==> src/rtl/mips_pipe_pkg.sv <==
// Shared types and constants for the MIPS pipeline control blocks.
// The action enum names the resolved priority case for one cycle.
package mips_pipe_pkg;

  typedef enum logic [1:0] {
    RUN    = 2'd0,
    FREEZE = 2'd1,
    HUNG   = 2'd2
  } hz_state_e;

  typedef enum logic [2:0] {
    ACT_RESET  = 3'd0,
    ACT_FREEZE = 3'd1,
    ACT_BRANCH = 3'd2,
    ACT_STALL  = 3'd3,
    ACT_RUN    = 3'd4
  } hz_action_e;

  localparam int unsigned          REG_AW   = 5;
  localparam logic [REG_AW-1:0]    ZERO_REG = 5'd0;
  localparam int unsigned          CNT_W    = 16;

endpackage

==> src/rtl/sat_counter16.sv <==
// Event counter that holds at all-ones instead of wrapping.
module sat_counter16
  import mips_pipe_pkg::*;
(
  input  logic             i_clk,
  input  logic             i_rst,
  input  logic             i_inc,
  output logic [CNT_W-1:0] o_count
);

  logic [CNT_W-1:0] r_count;

  always_ff @(posedge i_clk or posedge i_rst) begin
    if (i_rst) begin
      r_count <= '0;
    end else if (i_inc && (r_count != '1)) begin
      r_count <= r_count + CNT_W'(1);
    end
  end

  assign o_count = r_count;

endmodule

==> src/rtl/hazard_controller.sv <==
// Stall/flush/freeze sequencer for the 5-stage pipeline: load-use and
// mul/div hazards, MEM-stage branch redirects, dmem freeze and hang detection.
module hazard_controller
  import mips_pipe_pkg::*;
#(
  parameter int unsigned MD_LATENCY  = 8,
  parameter int unsigned MEM_TIMEOUT = 64
)
(
  input  logic              clk,
  input  logic              reset,
  input  logic              id_valid,
  input  logic [REG_AW-1:0] id_rs,
  input  logic [REG_AW-1:0] id_rt,
  input  logic              id_uses_rt,
  input  logic              id_is_md,
  input  logic              id_reads_hilo,
  input  logic              idex_mem_read,
  input  logic [REG_AW-1:0] idex_rt,
  input  logic              mem_branch_taken,
  input  logic              dmem_busy,
  output logic              pc_write,
  output logic              pc_sel_branch,
  output logic              ifid_write,
  output logic              ifid_flush,
  output logic              idex_flush,
  output logic              exmem_flush,
  output logic              pipe_hold,
  output logic              md_busy,
  output logic              mem_timeout,
  output logic [CNT_W-1:0]  stall_cycles,
  output logic [CNT_W-1:0]  freeze_cycles,
  output logic [CNT_W-1:0]  flush_events
);

  hz_state_e  r_state;
  hz_action_e w_action;
  logic [3:0] r_md_cnt;
  logic [7:0] r_wait_cnt;
  logic [7:0] w_wait_inc;
  logic       w_wait_hit;
  logic       w_freeze;
  logic       w_load_use;
  logic       w_md_hz;
  logic       w_hazard;
  logic       w_md_issue;

  assign w_wait_inc = r_wait_cnt + 8'd1;
  assign w_wait_hit = (w_wait_inc == 8'(MEM_TIMEOUT));
  assign w_freeze   = dmem_busy || (r_state == HUNG);

  assign w_load_use = id_valid && idex_mem_read && (idex_rt != ZERO_REG) &&
                      ((idex_rt == id_rs) || (id_uses_rt && (idex_rt == id_rt)));
  assign w_md_hz    = id_valid && (id_is_md || id_reads_hilo) && (r_md_cnt != '0);
  assign w_hazard   = w_load_use || w_md_hz;

  // A taken branch seen during freeze is simply not acted on; the MEM stage
  // is held, so the branch is still presented once the freeze lifts.
  always_comb begin
    w_action = ACT_RUN;
    if (reset) begin
      w_action = ACT_RESET;
    end else if (w_freeze) begin
      w_action = ACT_FREEZE;
    end else if (mem_branch_taken) begin
      w_action = ACT_BRANCH;
    end else if (w_hazard) begin
      w_action = ACT_STALL;
    end
  end

  always_comb begin
    pc_write      = 1'b0;
    pc_sel_branch = 1'b0;
    ifid_write    = 1'b0;
    ifid_flush    = 1'b0;
    idex_flush    = 1'b0;
    exmem_flush   = 1'b0;
    pipe_hold     = 1'b0;
    case (w_action)
      ACT_RESET, ACT_FREEZE: begin
        pipe_hold = 1'b1;
      end
      ACT_BRANCH: begin
        pc_sel_branch = 1'b1;
        pc_write      = 1'b1;
        ifid_write    = 1'b1;
        ifid_flush    = 1'b1;
        idex_flush    = 1'b1;
        exmem_flush   = 1'b1;
      end
      ACT_STALL: begin
        idex_flush = 1'b1;
      end
      default: begin
        pc_write   = 1'b1;
        ifid_write = 1'b1;
      end
    endcase
  end

  assign w_md_issue = (w_action == ACT_RUN) && id_valid && id_is_md;

  always_ff @(posedge clk or posedge reset) begin
    if (reset) begin
      r_md_cnt <= '0;
    end else if (w_md_issue) begin
      r_md_cnt <= 4'(MD_LATENCY);
    end else if (r_md_cnt != '0) begin
      r_md_cnt <= r_md_cnt - 4'd1;
    end
  end

  always_ff @(posedge clk or posedge reset) begin
    if (reset) begin
      r_state    <= RUN;
      r_wait_cnt <= '0;
    end else begin
      r_wait_cnt <= dmem_busy ? w_wait_inc : '0;
      case (r_state)
        RUN: begin
          if (dmem_busy) r_state <= FREEZE;
        end
        FREEZE: begin
          if (!dmem_busy)      r_state <= RUN;
          else if (w_wait_hit) r_state <= HUNG;
        end
        HUNG: begin
          r_state <= HUNG;
        end
        default: begin
          r_state <= RUN;
        end
      endcase
    end
  end

  assign md_busy     = (r_md_cnt != '0);
  assign mem_timeout = (r_state == HUNG);

  sat_counter16 u_stall_cnt (
    .i_clk   (clk),
    .i_rst   (reset),
    .i_inc   (w_action == ACT_STALL),
    .o_count (stall_cycles)
  );

  sat_counter16 u_freeze_cnt (
    .i_clk   (clk),
    .i_rst   (reset),
    .i_inc   (w_action == ACT_FREEZE),
    .o_count (freeze_cycles)
  );

  sat_counter16 u_flush_cnt (
    .i_clk   (clk),
    .i_rst   (reset),
    .i_inc   (w_action == ACT_BRANCH),
    .o_count (flush_events)
  );

endmodule

==> config.mk <==
export PLATFORM = sky130hd
export DESIGN_NAME = hazard_controller
export DESIGN_NICKNAME = d
export VERILOG_FILES = /design/src/rtl/mips_pipe_pkg.sv /design/src/rtl/sat_counter16.sv /design/src/rtl/hazard_controller.sv
export SDC_FILE = /design/constraint.sdc
export NUM_CORES = 1
export LEC_CHECK = 0
export BUFFER_PORTS_ARGS = -buffer_cell sky130_fd_sc_hd__buf_4
export CORE_ASPECT_RATIO = 1.75
export CORE_UTILIZATION = 50
export CTS_BUF_LIST = sky130_fd_sc_hd__clkbuf_4 sky130_fd_sc_hd__clkbuf_8
export DETAILED_ROUTE_END_ITERATION = 7
export PLACE_DENSITY = 0.76
export SLEW_MARGIN = 40
export SYNTH_ARGS = -nofsm -noshare
export SYNTH_HDL_FRONTEND = slang
export SYNTH_SLANG_ARGS = --single-unit
==> constraint.sdc <==
create_clock -name clk -period 3.2 [get_ports clk]
set_clock_uncertainty 0.15 [all_clocks]
set_input_delay 0.32 -clock clk [delete_from_list [all_inputs] [get_ports clk]]
set_output_delay 0.32 -clock clk [all_outputs]
set_load 0.02 [all_outputs]
==> flow_metrics.env, run 1 <==
export IMPL_status="finished, final reports clean"
export IMPL_layout_cells_non_filler=459
export IMPL_cts_tree="yes"
export IMPL_clockBufferDepth=2
export IMPL_antenna_found_initial=0
export IMPL_area_growth_syn_to_layout_pct=27.9
export IMPL_postSynthAreaPerCell_sq_um=10.7
export IMPL_grt_first_pass_wirelength_microns=10500
export IMPL_clock_latency_ns=0.34
export IMPL_via_count=2425
export IMPL_drc=0
export IMPL_required_ns=2.73
export IMPL_hold_viol_final=0
export IMPL_maxCapViolations=0
export IMPL_yosysWarnings=0
export IMPL_slowest_stage="or3b_1"
export IMPL_rsz0062_at_grt="false"
export IMPL_p_leak_nw=1.92
export IMPL_worst_path_max_fanout=6
export IMPL_h_tree_depth=3
export IMPL_yosys_cell_types_count=43
export IMPL_synth_seq_cells=62
export IMPL_wl_microns=6390
export IMPL_slew_viol_final=0
export IMPL_drtIter0Drc=53
export IMPL_nets=407
export IMPL_fmax_ghz=0.362
export IMPL_holdBufCountCts=0
export IMPL_placed_cells=444
export IMPL_nFillCells=500
export IMPL_clock_sinks=62
export IMPL_hold_path_class="in2async"
export IMPL_tightest_slew_ns=0.781
export IMPL_seq_area_frac_synth=0.498
export IMPL_viasPerCell=5.28
export IMPL_synthesis_nets=322
export IMPL_cts_setup_buffers=0
export IMPL_coreArea_sq_um=5930
export IMPL_syn_area_sq_um=3120
export IMPL_post_cts_resized=0
export IMPL_first_pass_iters=4
export IMPL_numCtsBuffers=9
export IMPL_cts_clk_slew_worst_paths_ns=0.07
export IMPL_cp_common_cell="nor2_1"
export IMPL_grt_max_degree=63
export IMPL_period_share=0.864
export IMPL_portBuffers=80
export IMPL_worstSetupPathType="reg2out"
export IMPL_setup_violations=0
export IMPL_crit_arrival_ns=2.30
export IMPL_die_area_sq_um=6560
export IMPL_rows=37
export IMPL_ys_flop_type="dfrtp_1"
export IMPL_critical_path_cell_chain="inv_1, ha_1, or3b_1, o211ai_1, a21boi_1, nor2_1, nor2_1, buf_4"
export IMPL_layout_commonest_cell="buf_4"
export IMPL_peakVddDrop_v=0.000418
export IMPL_end_kind="output pin"
export IMPL_drive_above_1_share=0.276
export IMPL_fp_dieH_microns=106
export IMPL_initial_utilization=0.526
export IMPL_gp_congestion=0.777
export IMPL_synth_edf_count=0
export IMPL_synthCells=292
export IMPL_layout_cells_most_common_list="buf_4, dfrtp_1, xnor2_1"
export IMPL_fin_crit_ns=2.77
export IMPL_ctsRootBufferMaster="clkbuf_8"
export IMPL_setup_tns_ns=0
export IMPL_r2r_setup_slack_ns=0.68
export IMPL_num_io_pins=81
export IMPL_dieWidth_microns=61.7
export IMPL_grt_pass1_vias=2349
export IMPL_insertedDiodeCount=0
export IMPL_track_usage=0.212
export IMPL_power_density_nw_per_um2=594
export IMPL_drtAntennaViolNets=0
export IMPL_dp_hpwl_microns=4650
export IMPL_relSlewSlack=0.475
export IMPL_grt_overflow=0
export IMPL_async_reset_ff_frac=1.00
export IMPL_cpPeakStageDelay_ns=0.45
export IMPL_routedWlPerCell_microns=13.9
export IMPL_cp_start_kind="flop"
[metrics by stage]
stage	setup WS [ns]	instance area (sq um)	util	total power, mW	hold slack (ns)
5_1_grt	0.245	3990	0.673	2.49	0.0533
6_report	0.435	3990	0.673	2.37	0.00843
4_1_cts	0.411	3980	0.672	2.39	0.116
3_3_place_gp	0.767	3770	0.637	1.66	0.296
3_5_place_dp	0.687	3770	0.637	1.67	0.307
2_1_floorplan	0.0364	3120	-	1.42	0.281
[kinds of logic (layout without fill, tap and decap cells)]
logic type / count (synthesis) / count (layout) / share of synthesized area
flip-flops: 62 / 62 / 0.498
buffers and inverters: 18 / 107 / 0.0285
AO/OA/AOI/OAI: 22 / 22 / 0.0623
XOR/XNOR: 58 / 58 / 0.163
AND/OR/NAND/NOR: 123 / 123 / 0.213
adder cells (fa/ha/maj): 6 / 6 / 0.0241
multiplexers: 3 / 3 / 0.0108
[power by group]
part           internal [mW]  total [mW]  switching, mW
Clock                  0.418       0.710          0.292
Sequential             0.902        1.03          0.131
Combinational          0.288       0.622          0.334
[critical path, delay by kind of cell, from the launching register on]
kind                       cells  cell delay, ns
AOI/OAI and AO/OA              2            0.51
DFF                            1            0.38
buffers and inverters          2            0.28
adders and majority gates      1            0.17
and+or+nand+nor                3            0.63
[synthesized netlist by cell type, types with 3 or more instances]
library cell	count	area [sq um]
and3_1	5	31.3
inv_1	11	41.3
and4_1	5	43.8
buf_4	3	22.5
dfrtp_1	62	1550
ha_1	6	75.1
a31oi_1	3	18.8
nor3_1	10	50.1
or3_1	5	31.3
xnor2_1	37	324
xor2_1	21	184
nor2_1	22	82.6
nand4_1	13	81.3
a21oi_1	4	20.0
nand3_1	20	100
and2_1	11	68.8
nand2_1	21	78.8
[path summary, 6_finish.rpt]
kind / from / to / cells past startpoint
worst max-delay path: r_md_cnt[0]$_DFFE_PP0P_ / ifid_write / 8
worst min register to register: r_wait_cnt[0]$_DFF_PP0_ / r_wait_cnt[0]$_DFF_PP0_ / 1
worst max register to register: r_md_cnt[0]$_DFFE_PP0P_ / u_stall_cnt.o_count[1]$_DFFE_PP0P_ / 7
worst min-delay path: reset / u_stall_cnt.o_count[7]$_DFFE_PP0P_ / 3
max in group asynchronous: reset / u_freeze_cnt.o_count[6]$_DFFE_PP0P_ / 3
min in group clk: dmem_busy / r_wait_cnt[3]$_DFF_PP0_ / 2
[state kept, by name, summed over array words and instances, names as in the netlist]
| register | count |
|---|---|
| r_wait_cnt | 8 |
| u_flush_cnt.o_count | 16 |
| u_freeze_cnt.o_count | 16 |
| r_md_cnt | 4 |
| u_stall_cnt.o_count | 16 |
| r_state | 2 |
[layer usage]
layer / up-vias / global-route usage / routed length [microns]
met3: 8 / 0.0633 / 409
met2: 69 / 0.352 / 3270
met5: - / 0 / 0
met1: 1179 / 0.253 / 2630
li1: 1169 / - / -
met4: 0 / 0.0714 / 82
[final cells by class]
class / instances / area [sq um] / area share
tap: 78 / 97.6 / 0.0245
multi-input combinational: 212 / 1480 / 0.370
timing repair buffer: 81 / 612 / 0.154
clock inverter: 3 / 42.5 / 0.0107
inverter: 11 / 41.3 / 0.0104
clock buffer: 12 / 165 / 0.0414
sequential: 62 / 1550 / 0.389
No activity file was read; power rests on OpenSTA's default activity.
==> run 2: changes to the inputs <==
--- a/config.mk
+++ b/config.mk
@@ -5,12 +5,14 @@
 export SDC_FILE = /design/constraint.sdc
 export NUM_CORES = 1
 export LEC_CHECK = 0
+export ABC_AREA = 1
 export BUFFER_PORTS_ARGS = -buffer_cell sky130_fd_sc_hd__buf_4
 export CORE_ASPECT_RATIO = 1.75
 export CORE_UTILIZATION = 50
 export CTS_BUF_LIST = sky130_fd_sc_hd__clkbuf_4 sky130_fd_sc_hd__clkbuf_8
 export DETAILED_ROUTE_END_ITERATION = 7
-export PLACE_DENSITY = 0.76
+export PLACE_DENSITY = 0.74
+export RECOVER_POWER = 50
 export SLEW_MARGIN = 40
 export SYNTH_ARGS = -nofsm -noshare
 export SYNTH_HDL_FRONTEND = slang
==> run 2 against run 1 <==
Effect of this change: critical path type unchanged; sequential cell count unchanged; register-to-register slack improved by 0.60 ns; fmax is 15% higher; the run now ends with capacitance limit, slew limit left.
==> flow_metrics.env, run 2 <==
export IMPL_area_growth_syn_to_layout_pct=21.3
export IMPL_wl_met1_microns=3180
export IMPL_slew_viol_final=62
export IMPL_placed_area_sq_um=4340
export IMPL_async_reset_ff_frac=1.00
export IMPL_maxCapViolations=1
export IMPL_fp_dieH_microns=116
export IMPL_cts_tree="yes"
export IMPL_holdBufCountCts=0
export IMPL_r2r_end="u_stall_cnt.o_count[5]$_DFFE_PP0P_"
export IMPL_cts_clk_slew_worst_paths_ns=0.07
export IMPL_r2r_setup_slack_ns=1.28
export IMPL_initial_utilization=0.515
export IMPL_p_leak_nw=2.38
export IMPL_setup_violations=0
export IMPL_wl_met3_microns=393
export IMPL_dieWidth_microns=67.0
export IMPL_synthTopCellsByCount="nand2_1, dfrtp_1, nor2_1"
export IMPL_synth_seq_cells=62
export IMPL_ys_flop_type="dfrtp_1"
export IMPL_synthesis_nets=502
export IMPL_via_count=3312
export IMPL_gp_congestion=0.832
export IMPL_drc=0
export IMPL_die_area_sq_um=7760
export IMPL_nets=585
export IMPL_drtAntennaViolNets=0
export IMPL_required_ns=2.73
export IMPL_relSlewSlack=-0.00203
export IMPL_clock_latency_ns=0.35
export IMPL_rows=41
export IMPL_hold_path_class="in2reg"
export IMPL_worstHoldStart="dmem_busy"
export IMPL_slowest_stage="dfrtp_1"
export IMPL_violations="capacitance limit, slew limit"
export IMPL_status="finished with violations"
export IMPL_r2r_start="u_stall_cnt.o_count[0]$_DFFE_PP0P_"
export IMPL_syn_area_sq_um=3700
export IMPL_crit_buf_inv=2
export IMPL_dp_hpwl_microns=6190
export IMPL_yosysWarnings=0
export IMPL_end_kind="output pin"
export IMPL_worst_path_max_fanout=19
export IMPL_numCtsBuffers=9
export IMPL_path_delay_family="compound AO/OA/AOI/OAI gates"
export IMPL_period_share=0.749
export IMPL_placed_cells=630
export IMPL_first_pass_iters=4
export IMPL_crit_arrival_ns=1.93
export IMPL_layout_cells_most_common_list="nand2_1, nor2_1, dfrtp_1"
export IMPL_tightest_slew_ns=1.50
export IMPL_whs_endpoint="r_wait_cnt[1]$_DFF_PP0_"
export IMPL_post_cts_resized=0
export IMPL_wl_met2_microns=4580
export IMPL_cpPeakStageDelay_ns=0.40
export IMPL_postSynthAreaPerCell_sq_um=7.84
export IMPL_yosysMostFrequentCell="nand2_1"
export IMPL_viasPerCell=5.13
export IMPL_rsz0062_at_grt="false"
export IMPL_grt_max_degree=63
export IMPL_grt_overflow=0
export IMPL_clockBufferDepth=2
export IMPL_wl_microns=8320
export IMPL_num_io_pins=81
export IMPL_clock_sinks=62
export IMPL_yosys_cell_types_count=32
export IMPL_insertedDiodeCount=0
export IMPL_critical_path_cell_chain="inv_1, ha_1, nand2_1, o211ai_1, nand2_4, a21oi_1, buf_4"
export IMPL_grt_first_pass_wirelength_microns=13900
export IMPL_hold_viol_final=0
export IMPL_yosys_area_top_type="dfrtp_1"
export IMPL_cp_start_kind="flop"
export IMPL_power_density_nw_per_um2=425
export IMPL_finish_instance_area_sq_um=4490
export IMPL_yosysTopAreaCellShare=0.419
export IMPL_drive_above_1_share=0.182
export IMPL_antenna_found_initial=0
export IMPL_setup_tns_ns=0
export IMPL_track_usage=0.239
export IMPL_layout_commonest_cell="nand2_1"
export IMPL_cts_setup_buffers=0
export IMPL_ctsRootBufferMaster="clkbuf_8"
export IMPL_worstSetupPathType="reg2out"
export IMPL_routedWlPerCell_microns=12.9
export IMPL_fmax_ghz=0.417
export IMPL_h_tree_depth=3
export IMPL_synthCells=472
export IMPL_p_total_mw=1.91
export IMPL_synth_edf_count=0
export IMPL_maxUsedRoutingLayer="met4"
export IMPL_layout_cells_non_filler=646
export IMPL_peakVddDrop_v=0.000435
export IMPL_coreArea_sq_um=7180
export IMPL_worstHoldPathCells=3
export IMPL_grt_pass1_vias=3199
export IMPL_fin_crit_ns=2.40
export IMPL_portBuffers=80
export IMPL_seq_area_frac_synth=0.419
export IMPL_drtIter0Drc=173
export IMPL_yosys_top_cells_area="dfrtp_1, nand2_1, nor2_1"
export IMPL_rr_worst_depth=9
run 2: cell types whose count changed after synthesis, sizes merged, moves of 11 or more:
cell | before | now
nor2 | 22 | 70
and2 | 11 | 0
nand2 | 21 | 151
inv | 11 | 54
xnor2 | 37 | 26
nand4 | 13 | 28
run 2: cell type report:
cell class                 instances  area [sq um]
inverter                          54           203
multi-input combinational        347          1870
timing repair buffer              81           531
sequential                        62          1550
tap                               86           108
clock inverter                     6          85.1
clock buffer                      10           138
fill                             688          2690
run 2: cell families (layout without fill, tap and decap cells):
kind of cell	after synthesis	in the layout	synth area share
adder cells (fa/ha/maj)	6	6	0.0203
buffers and inverters	63	151	0.0741
flip-flops	62	62	0.419
AND/OR/NAND/NOR	281	281	0.352
XOR/XNOR	48	48	0.116
AO/OA/AOI/OAI	12	12	0.0189
run 2: where the power goes:
part | internal, mW | switching (mW) | leakage (nW) | total [mW]
registers | 0.825 | 0.0595 | 0.832 | 0.885
logic | 0.0962 | 0.152 | 1.44 | 0.248
clock network | 0.456 | 0.319 | 0.108 | 0.775
total | 1.38 | 0.531 | 2.38 | 1.91
run 2: how the worst max path moves through the flow:
stage                            start    endpoint  slack, ns  depth (start not counted)
2_1_floorplan                    reset    pc_write       0.04                          4
3_3_place_gp   r_md_cnt[0]$_DFFE_PP0P_  ifid_write       1.25                          7
3_5_place_dp   r_md_cnt[0]$_DFFE_PP0P_  ifid_write       1.17                          7
4_1_cts        r_md_cnt[0]$_DFFE_PP0P_  ifid_write       0.77                          7
5_1_grt        r_md_cnt[0]$_DFFE_PP0P_  ifid_write       0.64                          7
6_report       r_md_cnt[0]$_DFFE_PP0P_  ifid_write       0.80                          7
run 2: per-layer routing:
metal  track usage  up-vias
met2         0.420       80
li1              -     1641
met5             0        -
met4         0.105        0
met1         0.260     1575
met3        0.0640       16
run 2: per-stage QoR:
step | setup WS (ns) | util | hold WS, ns
finish | 0.804 | 0.625 | 0.0438
global route | 0.638 | 0.625 | 0.0439
CTS | 0.766 | 0.636 | 0.0335
detailed placement | 1.17 | 0.605 | 0.311
global placement | 1.25 | 0.605 | 0.296
floorplan | 0.0418 | - | 0.270
run 2: tightest hold or removal path: stages:
cell	delay (ns)
buf_4	0.11
nand2_1	0.05
inv_1	0.04
==> run 3: changes to the inputs <==
==> constraint.sdc (replaced) <==
create_clock -name clk -period 2.37 [get_ports clk]
set_clock_uncertainty 0.15 [all_clocks]
set_input_delay 0.237 -clock clk [delete_from_list [all_inputs] [get_ports clk]]
set_output_delay 0.237 -clock clk [all_outputs]
set_load 0.02 [all_outputs]
==> run 3 against run 2 <==
Effect of this change: highest routed layer unchanged; routed wire length increased by 0.87%; largest power group unchanged; first-iteration DRC count is 5.2% lower; the run now ends clean; global-route usage decreased by 0.66 points; sequential power rose by 36%.
==> flow_metrics.env, run 3 (synthesis gave the netlist of run 2 again) <==
export IMPL_status="finished, final reports clean"
export IMPL_gp_congestion=0.895
export IMPL_cp_start_kind="flop"
export IMPL_routedWlPerCell_microns=12.9
export IMPL_num_io_pins=81
export IMPL_cpPeakStageDelay_ns=0.39
export IMPL_cts_clk_slew_worst_paths_ns=0.07
export IMPL_area_growth_syn_to_layout_pct=21.4
export IMPL_antenna_found_initial=0
export IMPL_slowest_stage="dfrtp_1"
export IMPL_coreArea_sq_um=7180
export IMPL_die_area_sq_um=7760
export IMPL_relSlewSlack=0.448
export IMPL_h_tree_depth=3
export IMPL_clock_sinks=62
export IMPL_initial_utilization=0.515
export IMPL_layout_commonest_cell="nand2_1"
export IMPL_worst_path_max_fanout=4
export IMPL_rows=41
export IMPL_crit_arrival_ns=1.70
export IMPL_dp_hpwl_microns=6250
export IMPL_fin_crit_ns=2.09
export IMPL_hold_viol_final=0
export IMPL_ctsRootBufferMaster="clkbuf_8"
export IMPL_final_util=0.625
export IMPL_drtIter0Drc=164
export IMPL_grt_pass1_vias=3200
export IMPL_pwr_share_comb=0.136
export IMPL_setup_violations=0
export IMPL_first_pass_iters=4
export IMPL_clkPwrFrac=0.374
export IMPL_grt_overflow=0
export IMPL_grt_first_pass_wirelength_microns=13700
export IMPL_required_ns=1.98
export IMPL_track_usage=0.232
export IMPL_p_sw_frac=0.283
export IMPL_via_count=3337
export IMPL_period_share=0.881
export IMPL_drive_above_1_share=0.184
export IMPL_fp_dieH_microns=116
export IMPL_p_leak_nw=2.38
export IMPL_insertedDiodeCount=0
export IMPL_grt_max_degree=63
export IMPL_portBuffers=80
export IMPL_peakVddDrop_v=0.000535
export IMPL_end_kind="output pin"
export IMPL_viasPerCell=5.13
export IMPL_nets=589
export IMPL_crit_buf_inv=2
export IMPL_slew_viol_final=0
export IMPL_clockBufferDepth=2
export IMPL_fmax_ghz=0.479
export IMPL_power_density_nw_per_um2=543
export IMPL_maxCapViolations=0
export IMPL_layout_cells_most_common_list="nand2_1, nor2_1, dfrtp_1"
export IMPL_dieWidth_microns=67.0
export IMPL_worstSetupPathType="reg2out"
export IMPL_p_switching_mw=0.689
export IMPL_tightest_slew_ns=0.828
export IMPL_drtAntennaViolNets=0
export IMPL_setup_tns_ns=0
export IMPL_r2r_setup_slack_ns=0.42
export IMPL_rsz0062_at_grt="false"
export IMPL_wl_microns=8390
export IMPL_seqPwrFrac=0.491
export IMPL_p_int_mw=1.75
export IMPL_drc=0
export IMPL_critical_path_cell_chain="inv_1, ha_1, nand2_1, o211ai_1, nand2_4, a21oi_2, buf_4"
export IMPL_path_delay_family="flip-flops"
export IMPL_cts_tree="yes"
export IMPL_hold_path_class="in2reg"
export IMPL_numCtsBuffers=9
export IMPL_clock_latency_ns=0.34
==> run 3: cell count changes in the layout (fill, tap and decap cells not counted), sizes merged <==
| cell | previous run | this run |
|---|---|---|
| buf | 59 | 60 |
| clkbuf | 32 | 34 |
| bufinv | 2 | 1 |
| clkinvlp | 2 | 1 |
| clkinv | 2 | 4 |
| dlygate4sd3 | 0 | 2 |
| inv | 54 | 53 |
==> run 3: metrics by stage <==
stage	hold WS [ns]	setup WS (ns)	total power [mW]	instance area [sq um]	instances
floorplan	0.187	0.0205	1.40	3700	472
global placement	0.294	0.422	1.56	4360	631
detailed placement	0.314	0.417	1.57	4360	631
CTS	0.0611	0.0293	2.50	4550	648
global route	0.227	0.154	2.56	4490	650
finish	0.190	0.282	2.44	4490	650
==> run 3: area by class of cell <==
class | instances | area, sq um
clock inverter | 5 | 50.0
tap | 86 | 108
sequential | 62 | 1550
inverter | 54 | 204
multi-input combinational | 347 | 1880
clock buffer | 11 | 139
fill | 691 | 2690
timing repair buffer | 85 | 561
==> run 3: final timing paths <==
| path | from | to | cells after the start |
|---|---|---|---|
| min | id_is_md | r_md_cnt[1]$_DFFE_PP0P_ | 5 |
| min reg2reg | r_wait_cnt[0]$_DFF_PP0_ | r_wait_cnt[0]$_DFF_PP0_ | 1 |
| max in group asynchronous | reset | u_freeze_cnt.o_count[0]$_DFFE_PP0P_ | 4 |
| max reg2reg | u_freeze_cnt.o_count[0]$_DFFE_PP0P_ | u_freeze_cnt.o_count[11]$_DFFE_PP0P_ | 8 |
| max | r_md_cnt[0]$_DFFE_PP0P_ | ifid_write | 7 |
| min in group asynchronous | reset | u_stall_cnt.o_count[2]$_DFFE_PP0P_ | 4 |
==> run 3: worst register-to-register path, cell delays in order, from the launching register on <==
cell and delay [ns]:
dfrtp_1 0.43, ha_1 0.23, inv_1 0.07, nor2_1 0.06
nand3_1 0.08, nand2_1 0.26, nor2_1 0.31, nand2_1 0.10
xnor2_1 0.14
==> run 3: layer usage <==
layer  vias up  track usage  wire [microns]
li1       1653            -               -
met1      1575        0.241            3200
met2        87        0.416            4560
met3        22       0.0522             402
met4         0        0.126             228
met5         -            0               0
==> run 3: power groups by stage <==
stage               Clock, mW  Combinational [mW]  Sequential, mW
floorplan                   0               0.144            1.26
global placement            0               0.351            1.21
detailed placement          0               0.360            1.21
CTS                     0.941               0.360            1.20
global route            0.989               0.368            1.21
finish                  0.911               0.331            1.20
==> run 3: what timing repair did <==
| action | CTS | global route |
|---|---|---|
| endpoints found under the hold margin | 2 | 4 |
| setup endpoints to repair | 0 | 3 |
| setup buffers | 0 | 1 |
| hold buffers | 1 | 1 |
| gates resized for setup | 0 | 1 |
